==> config.mk <==
export PLATFORM = sky130hd
export DESIGN_NAME = fire_ctrl
export DESIGN_NICKNAME = d
export VERILOG_FILES = /design/src/rtl/fire_ctrl_pkg.sv /design/src/rtl/button_debounce.sv /design/src/rtl/fire_ctrl.sv
export SDC_FILE = /design/constraint.sdc
export NUM_CORES = 1
export LEC_CHECK = 0
export CAP_MARGIN = 10
export CORE_MARGIN = 4
export CORE_UTILIZATION = 30
export CTS_CLUSTER_DIAMETER = 200
export CTS_CLUSTER_SIZE = 14
export DETAILED_ROUTE_END_ITERATION = 7
export SLEW_MARGIN = 20
export SYNTH_ARGS = -nofsm -noshare
export SYNTH_HDL_FRONTEND = slang
export SYNTH_HIERARCHICAL = 1
export SYNTH_SLANG_ARGS = --single-unit
==> constraint.sdc <==
create_clock -name board_clk -period 2.29 [get_ports board_clk]
set_input_delay 0.3435 -clock board_clk [delete_from_list [all_inputs] [get_ports board_clk]]
set_output_delay 0.3435 -clock board_clk [all_outputs]
set_load 0.05 [all_outputs]
==> src/rtl/fire_ctrl_pkg.sv <==
// Shared types and default constants for the fire controller.
// The optional one-deep shot queue is enabled by defining FIRE_QUEUE_EN.
package fire_ctrl_pkg;

    typedef enum logic [1:0] {
        ARMED    = 2'd0,
        FIRE     = 2'd1,
        COOLDOWN = 2'd2
    } fire_state_e;

    localparam int DEFAULT_DEBOUNCE_CYCLES = 250000;
    localparam int DEFAULT_COOLDOWN_TICKS  = 8;

    // Cooldown counter is sized for the full 0..255 tick range.
    localparam int COOLDOWN_W = 8;

endpackage

==> src/rtl/button_debounce.sv <==
// Two-flop synchronizer followed by a consecutive-cycle debouncer.
// rise pulses for one cycle on the same edge the accepted level goes high.
module button_debounce
    import fire_ctrl_pkg::*;
#(
    parameter int CYCLES = DEFAULT_DEBOUNCE_CYCLES
) (
    input  logic clk,
    input  logic reset,
    input  logic din,
    output logic dout,
    output logic rise
);

    localparam int              CNT_W    = (CYCLES > 1) ? $clog2(CYCLES) : 1;
    localparam logic [CNT_W-1:0] CNT_LAST = CNT_W'(CYCLES - 1);

    logic             sync1_q;
    logic             sync2_q;
    logic             db_q;
    logic             rise_q;
    logic [CNT_W-1:0] cnt_q;

    // The count only runs while the synchronized input disagrees with the
    // accepted level; a single agreeing cycle starts the wait over.
    always_ff @(posedge clk) begin
        if (reset) begin
            sync1_q <= 1'b0;
            sync2_q <= 1'b0;
            db_q    <= 1'b0;
            rise_q  <= 1'b0;
            cnt_q   <= '0;
        end else begin
            sync1_q <= din;
            sync2_q <= sync1_q;
            rise_q  <= 1'b0;
            if (sync2_q == db_q) begin
                cnt_q <= '0;
            end else if (cnt_q == CNT_LAST) begin
                cnt_q  <= '0;
                db_q   <= sync2_q;
                rise_q <= sync2_q;
            end else begin
                cnt_q <= cnt_q + CNT_W'(1);
            end
        end
    end

    assign dout = db_q;
    assign rise = rise_q;

endmodule

==> src/rtl/fire_ctrl.sv <==
// Trigger-to-shot controller: debounced press, fire held until a game tick,
// then a tick-counted cooldown. Define FIRE_QUEUE_EN for a one-deep press queue.
module fire_ctrl
    import fire_ctrl_pkg::*;
#(
    parameter int DEBOUNCE_CYCLES = DEFAULT_DEBOUNCE_CYCLES,
    parameter int COOLDOWN_TICKS  = DEFAULT_COOLDOWN_TICKS,
    parameter int SHOT_W          = 8
) (
    input  logic              board_clk,
    input  logic              reset,
    input  logic              game_tick,
    input  logic              btn_raw,
    input  logic              bullet_onscreen,
    input  logic              game_active,
    output logic              fire,
    output logic              ready,
    output logic [SHOT_W-1:0] shots_fired
);

    localparam logic [COOLDOWN_W-1:0] COOL_LOAD = COOLDOWN_W'(COOLDOWN_TICKS);
    localparam logic [SHOT_W-1:0]     SHOT_MAX  = '1;

    logic              btnLevel;
    logic              btnRise;
    logic              press;
    logic              pendActive;
    logic              launch;

    fire_state_e       state_q;
    logic              fire_q;
    logic [COOLDOWN_W-1:0] cool_q;
    logic [SHOT_W-1:0] shots_q;
    logic [SHOT_W-1:0] shots_d;

    button_debounce #(
        .CYCLES (DEBOUNCE_CYCLES)
    ) u_debounce (
        .clk   (board_clk),
        .reset (reset),
        .din   (btn_raw),
        .dout  (btnLevel),
        .rise  (btnRise)
    );

    // A rise is only meaningful while the accepted level is actually high.
    assign press = btnRise && btnLevel;

    assign ready   = (state_q == ARMED) && game_active && !bullet_onscreen;
    assign launch  = ready && (press || pendActive);
    assign shots_d = (shots_q == SHOT_MAX) ? shots_q : shots_q + SHOT_W'(1);

    // Losing game_active snaps everything back to ARMED but keeps the score.
    always_ff @(posedge board_clk) begin
        if (reset) begin
            state_q <= ARMED;
            fire_q  <= 1'b0;
            cool_q  <= '0;
            shots_q <= '0;
        end else if (!game_active) begin
            state_q <= ARMED;
            fire_q  <= 1'b0;
            cool_q  <= '0;
        end else begin
            case (state_q)
                ARMED: begin
                    if (launch) begin
                        state_q <= FIRE;
                        fire_q  <= 1'b1;
                        shots_q <= shots_d;
                    end
                end
                FIRE: begin
                    if (game_tick) begin
                        fire_q <= 1'b0;
                        if (COOLDOWN_TICKS == 0) begin
                            state_q <= ARMED;
                        end else begin
                            state_q <= COOLDOWN;
                            cool_q  <= COOL_LOAD;
                        end
                    end
                end
                COOLDOWN: begin
                    if (game_tick) begin
                        if (cool_q <= COOLDOWN_W'(1)) begin
                            state_q <= ARMED;
                            cool_q  <= '0;
                        end else begin
                            cool_q <= cool_q - COOLDOWN_W'(1);
                        end
                    end
                end
                default: begin
                    state_q <= ARMED;
                    fire_q  <= 1'b0;
                    cool_q  <= '0;
                end
            endcase
        end
    end

`ifdef FIRE_QUEUE_EN
    logic pend_q;

    // One remembered press; extra presses while it waits are simply absorbed.
    always_ff @(posedge board_clk) begin
        if (reset || !game_active) begin
            pend_q <= 1'b0;
        end else if (launch) begin
            pend_q <= 1'b0;
        end else if (press) begin
            pend_q <= 1'b1;
        end
    end

    assign pendActive = pend_q;
`else
    assign pendActive = 1'b0;
`endif

    assign fire        = fire_q;
    assign shots_fired = shots_q;

endmodule

## After elaboration in Yosys (flattened, before gate mapping)

Cells that the tools add are included.
Widths: inputs -> output; s select.

- Add/sub/neg operators: 3
- Multiply operators: 0
- Divide/modulo/power cells: 0
- $lt $le $gt $ge: 1
- Equal/unequal tests: 9
- Shift operators: 0
- Multiplexer cells: 12
- Bitwise operators: 6
- Reduce and logical (&&, ||, !) cells: 14

Operators with widths:

| kind | number |
|---|---|
| $mux 8 | 3 |
| $pmux 8 s3 | 1 |
| $add 18x1->18 const B | 1 |
| $eq 18x18->1 const B | 1 |
| $add 8x1->8 const B | 1 |
| $eq 8x8->1 const B | 1 |
| $le 8x1->1 const B | 1 |
| $mux 2 | 4 |
| $ne 2x2->1 const B | 4 |
| $reduce_and 4->1 | 2 |
| $sub 8x1->8 const B | 1 |
| $not 1->1 | 6 |
| $pmux 2 s3 | 1 |
| $reduce_and 3->1 | 2 |
| $reduce_or 3->1 | 2 |
| $logic_and 1x1->1 | 4 |
| $pmux 1 s3 | 1 |
| $eq 2x1->1 const B | 1 |
| $eq 2x2->1 const B | 1 |
| $logic_not 2->1 | 1 |
| $mux 1 | 2 |
| $reduce_and 2->1 | 1 |
| $reduce_or 2->1 | 1 |
| $eq 1x1->1 | 1 |
| $logic_not 1->1 | 1 |

- Register bits after elaboration: 41
- Bits in latches: 0
- Memory bits (writable): 0
- ROM bits: 0
- Input port bits: 6
- Output and inout port bits: 10
- Logic and storage cells: 54
- Memories: 0

## Longest topological paths before layout

- Depth in word-level cells: 6
- Gate-level depth with buffers: 9
- Gate-level depth less buffers: 6

## Hierarchy

Netlist, hierarchy kept.

By module, submodules not included:

| module | times used | cells an instance | area each (um^2) | seq. area each (um^2) |
|---|---|---|---|---|
| fire_ctrl | 1 | 129 | 1,096.1 | 380.4 |
| button_debounce | 1 | 106 | 965.9 | 440.4 |

## Worst setup path after synthesis

No wires, ideal clock.

- Path kind: reg2reg
- Start point: register state_q[0]
- End point: register shots_q[1], in the netlist shots_fired[1]
- Library setup time: 70 ps
- Arrival: 1,975 ps
- Required time: 2,220 ps
- Slack: 244 ps
- Cell stages (with the launch flop): 10
- Path buffers: 3
- Clock period less this slack: 2,046 ps
- Cells stage by stage: dfxtp_1 inv_1 ha_1 buf_2 nand2_1 or3_1 clkbuf_1 clkbuf_1 or3b_2 a21oi_1

- Cells in the longest elaborated chain, start to end: 5

RTL lines:

| what | line | RTL |
|---|---|---|
| start: declaration | fire_ctrl.sv:30 | `fire_state_e state_q;` |
| start signal: assignment | fire_ctrl.sv:56 | `state_q <= ARMED;` |
| start signal: assignment | fire_ctrl.sv:61 | `state_q <= ARMED;` |
| start signal: assignment | fire_ctrl.sv:68 | `state_q <= FIRE;` |
| $logic_not 2->1 (*) | fire_ctrl.sv:49, fire_ctrl.sv:65 |  |
| $logic_and 1x1->1 (2 in series) | fire_ctrl.sv:49 | `assign ready = (state_q == ARMED) && game_active && !bullet_onscreen;` |
| $logic_and 1x1->1 | fire_ctrl.sv:50 | `assign launch = ready && (press \|\| pendActive);` |
| $reduce_and 4->1 (no source line) (*) | n/a |  |
| end signal: assignment | fire_ctrl.sv:70 | `shots_q <= shots_d;` |
| end: declaration | fire_ctrl.sv:33 | `logic [SHOT_W-1:0] shots_q;` |

Mark *: on every way between the ends. The rest lies on a longest branch, timed or not.
A chain may end at the register's enable or synchronous reset.

## Worst setup path after layout

- Start point: register state_q[0]
- End point: register shots_q[5], in the netlist shots_fired[5]

Same word-level chain as after synthesis.

==> impl_metrics.env <==
export IMPL_status="finished, final reports clean"
export IMPL_avgSynthCellArea_um2=8.774
export IMPL_crit_family="simple AND/OR/NAND/NOR gates"
export IMPL_ir_worst_vdd_mv=0.2437
export IMPL_synthFlopType="dfxtp_1"
export IMPL_grt_max_degree=16
export IMPL_first_global_vias=1530
export IMPL_drtAntennaViolNets=0
export IMPL_whs_path_depth=1
export IMPL_die_area_um2=8264
export IMPL_via_per_inst=4.950
export IMPL_wl_met3_um=104
export IMPL_crit_chain="inv_1 > ha_1 > nand2_1 > or3_1 > nor4_1 > mux2_2"
export IMPL_worstSetupStartpointType="flop"
export IMPL_ctsRootBufferMaster="clkbuf_8"
export IMPL_pre_cts_slack_ns=0.04535
export IMPL_wl_um=4029
export IMPL_syn2layout_area_growth_pct=18.51
export IMPL_drive_gt1_frac=0.1077
export IMPL_synth_edf_count=0
export IMPL_synthCells=235
export IMPL_nets=274
export IMPL_routabilityCongestion=0.7723
export IMPL_antenna_found_initial=0
export IMPL_power_mw=1.205
export IMPL_hpwl_um=2966
export IMPL_numPortBuffers=15
export IMPL_finalMaxSlewViolations=0
export IMPL_cts_setup_buffers=0
export IMPL_htree_levels=2
export IMPL_cts_repair_resized=0
export IMPL_fin_skew_ns=0.006560
export IMPL_final_cell_mix="dfxtp_1 (41), nor2_1 (31), xnor2_1 (18), nand2_1 (15), clkdlybuf4s50_1 (14)"
export IMPL_p_leak_nw=0.7751
export IMPL_cap_violations=0
export IMPL_met1_length_um=2005
export IMPL_cts_inserted_buffers=5
export IMPL_pin_count=16
export IMPL_dr_total_vias=1668
export IMPL_clk_pin_slew_ns=0.08
export IMPL_final_common_cell="dfxtp_1"
export IMPL_finalSetupViolCount=0
export IMPL_clockBufferDepth=2
export IMPL_wl_met2_um=1895
export IMPL_rsz0062_at_grt="false"
export IMPL_worstHoldPathType="reg2reg"
export IMPL_fp_dieW_um=90.91
export IMPL_synth_seq_area_share=0.3981
export IMPL_min_from="u_debounce/sync1_q"
export IMPL_cts_tree="done"
export IMPL_hold_viol_final=0
export IMPL_synth_cell_type_count=43
export IMPL_cpPeakStageDelay_ns=0.50
export IMPL_cp_data_required_time_ns=2.47
export IMPL_crit_start="state_q[0]"
export IMPL_cp_data_arrival_time_ns=2.23
export IMPL_die_h_um=90.91
export IMPL_fin_crit_ns=2.044
export IMPL_place_area_um2=2362
export IMPL_fin_area_um2=2444
export IMPL_worstSetupEndpointType="flop"
export IMPL_crit_path_max_fanout=11
export IMPL_holdBufCountCts=0
export IMPL_relSlewSlack=0.6615
export IMPL_max_freq_ghz=0.4893
export IMPL_start_util=0.3175
export IMPL_crit_slowest_cell="or3_1"
export IMPL_worstSkewPairLatency_ns=0.28
export IMPL_syn_area_um2=2062
export IMPL_finalSetupTns_ns=0
export IMPL_synth_async_reset_ratio=0
export IMPL_min_to="u_debounce/sync2_q"
export IMPL_drc=0
export IMPL_grt_use_total=0.09963
export IMPL_path_buf_inv=1
export IMPL_ff2ff_path_depth=6
export IMPL_fin_crit_sh=0.8925
export IMPL_hold_ws_ns=0.4572
export IMPL_drt_iter0_markers=59
export IMPL_top_layer="met4"
export IMPL_dr_pass1_iters=4
export IMPL_grt_pass1_wl_um=6941
export IMPL_worstSetupPathType="reg2reg"
export IMPL_core_area_um2=6495
export IMPL_yosysWarnings=6
export IMPL_r2r_start="state_q[0]"
export IMPL_syn_num_nets=249
export IMPL_synth_seq_cells=41
export IMPL_overflow=0
export IMPL_diodes=0
export IMPL_wire_per_inst_um=11.96
export IMPL_power_density_nw_per_um2=493.2
export IMPL_worstReg2RegEnd="shots_fired[5]"
export IMPL_fin_ws_ns=0.2462
export IMPL_cts_sinks=41
export IMPL_rows=29
export IMPL_tightest_slew_ns=0.5062
export IMPL_ff2ff_setup_slack_ns=0.25
==> synthesized netlist by cell type, drive strengths merged, types with 2 or more instances <==
cell type | instances | area share
o21ai | 6 | 0.016
nand2b | 2 | 0.0061
nand3 | 10 | 0.024
nand4 | 8 | 0.035
nor2b | 5 | 0.015
inv | 11 | 0.020
a21oi | 12 | 0.029
or3 | 7 | 0.021
o41ai | 3 | 0.013
or4 | 9 | 0.035
nor2 | 31 | 0.056
mux2i | 2 | 0.0097
buf | 2 | 0.0061
nand2 | 16 | 0.030
clkbuf | 5 | 0.0091
xnor2 | 18 | 0.076
o31ai | 5 | 0.018
nor3b | 2 | 0.0073
nor3 | 4 | 0.0097
nor4 | 10 | 0.030
dfxtp | 41 | 0.40
nor4b | 3 | 0.013
xor2 | 3 | 0.013
ha | 8 | 0.049
==> metrics by stage <==
stage | instances | utilization
detailed placement | 330 | 0.3637
floorplan | 235 | -
finish | 337 | 0.3762
CTS | 337 | 0.3762
global placement | 330 | 0.3637
global route | 337 | 0.3762
==> kinds of logic after synthesis <==
family | share of synthesized area
AOI/OAI and AO/OA | 0.1159
xor gates and xnor gates | 0.08920
adders and majority gates | 0.04855
buffers and inverters | 0.03519
DFF | 0.3981
muxes | 0.01517
and+or+nand+nor | 0.2979
==> report_power, final <==
part / internal [mW] / switching (mW) / leakage (nW)
registers: 0.714 / 0.00138 / 0.331
clock network: 0.211 / 0.236 / 0.0412
logic: 0.0215 / 0.0209 / 0.403
total: 0.947 / 0.258 / 0.775
==> worst max-delay path by stage <==
stage	cells past startpoint	to	slack (ns)
floorplan	9	shots_fired[1]	0.24
global placement	5	shots_fired[5]	0.08
detailed placement	5	shots_fired[5]	0.05
CTS	6	shots_fired[5]	0.23
global route	6	shots_fired[5]	0.07
finish	6	shots_fired[5]	0.25
==> worst register-to-register path: cells and delay by family, from the launching register on <==
| kind | cells | cell delay [ns] |
|---|---|---|
| flip-flops | 1 | 0.33 |
| adder cells (fa/ha/maj) | 1 | 0.19 |
| AND/OR/NAND/NOR | 3 | 0.95 |
| buffers and inverters | 1 | 0.10 |
| multiplexers | 1 | 0.37 |
==> routing by layer <==
layer | GRT usage | up-vias
li1 | - | 887
met1 | 0.1316 | 764
met2 | 0.1581 | 15
met5 | 0 | -
met3 | 0.02833 | 2
met4 | 0.03015 | 0
==> state kept, by name, summed over array words and instances (netlist names) <==
| signal | count |
|---|---|
| u_debounce/sync1_q | 1 |
| fire | 1 |
| cool_q | 8 |
| state_q | 2 |
| u_debounce/cnt_q | 18 |
| u_debounce/dout | 1 |
| u_debounce/sync2_q | 1 |
| shots_fired | 8 |
| u_debounce/rise | 1 |
==> layout make-up <==
class	count	area, um^2
sequential	41	820.8
tap	77	96.34
clock buffer	6	72.57
multi-input combinational	176	1169
fill	649	4051
clock inverter	1	8.758
timing repair buffer	25	235.2
inverter	11	41.29
Power figures use the tool's default switching activity.
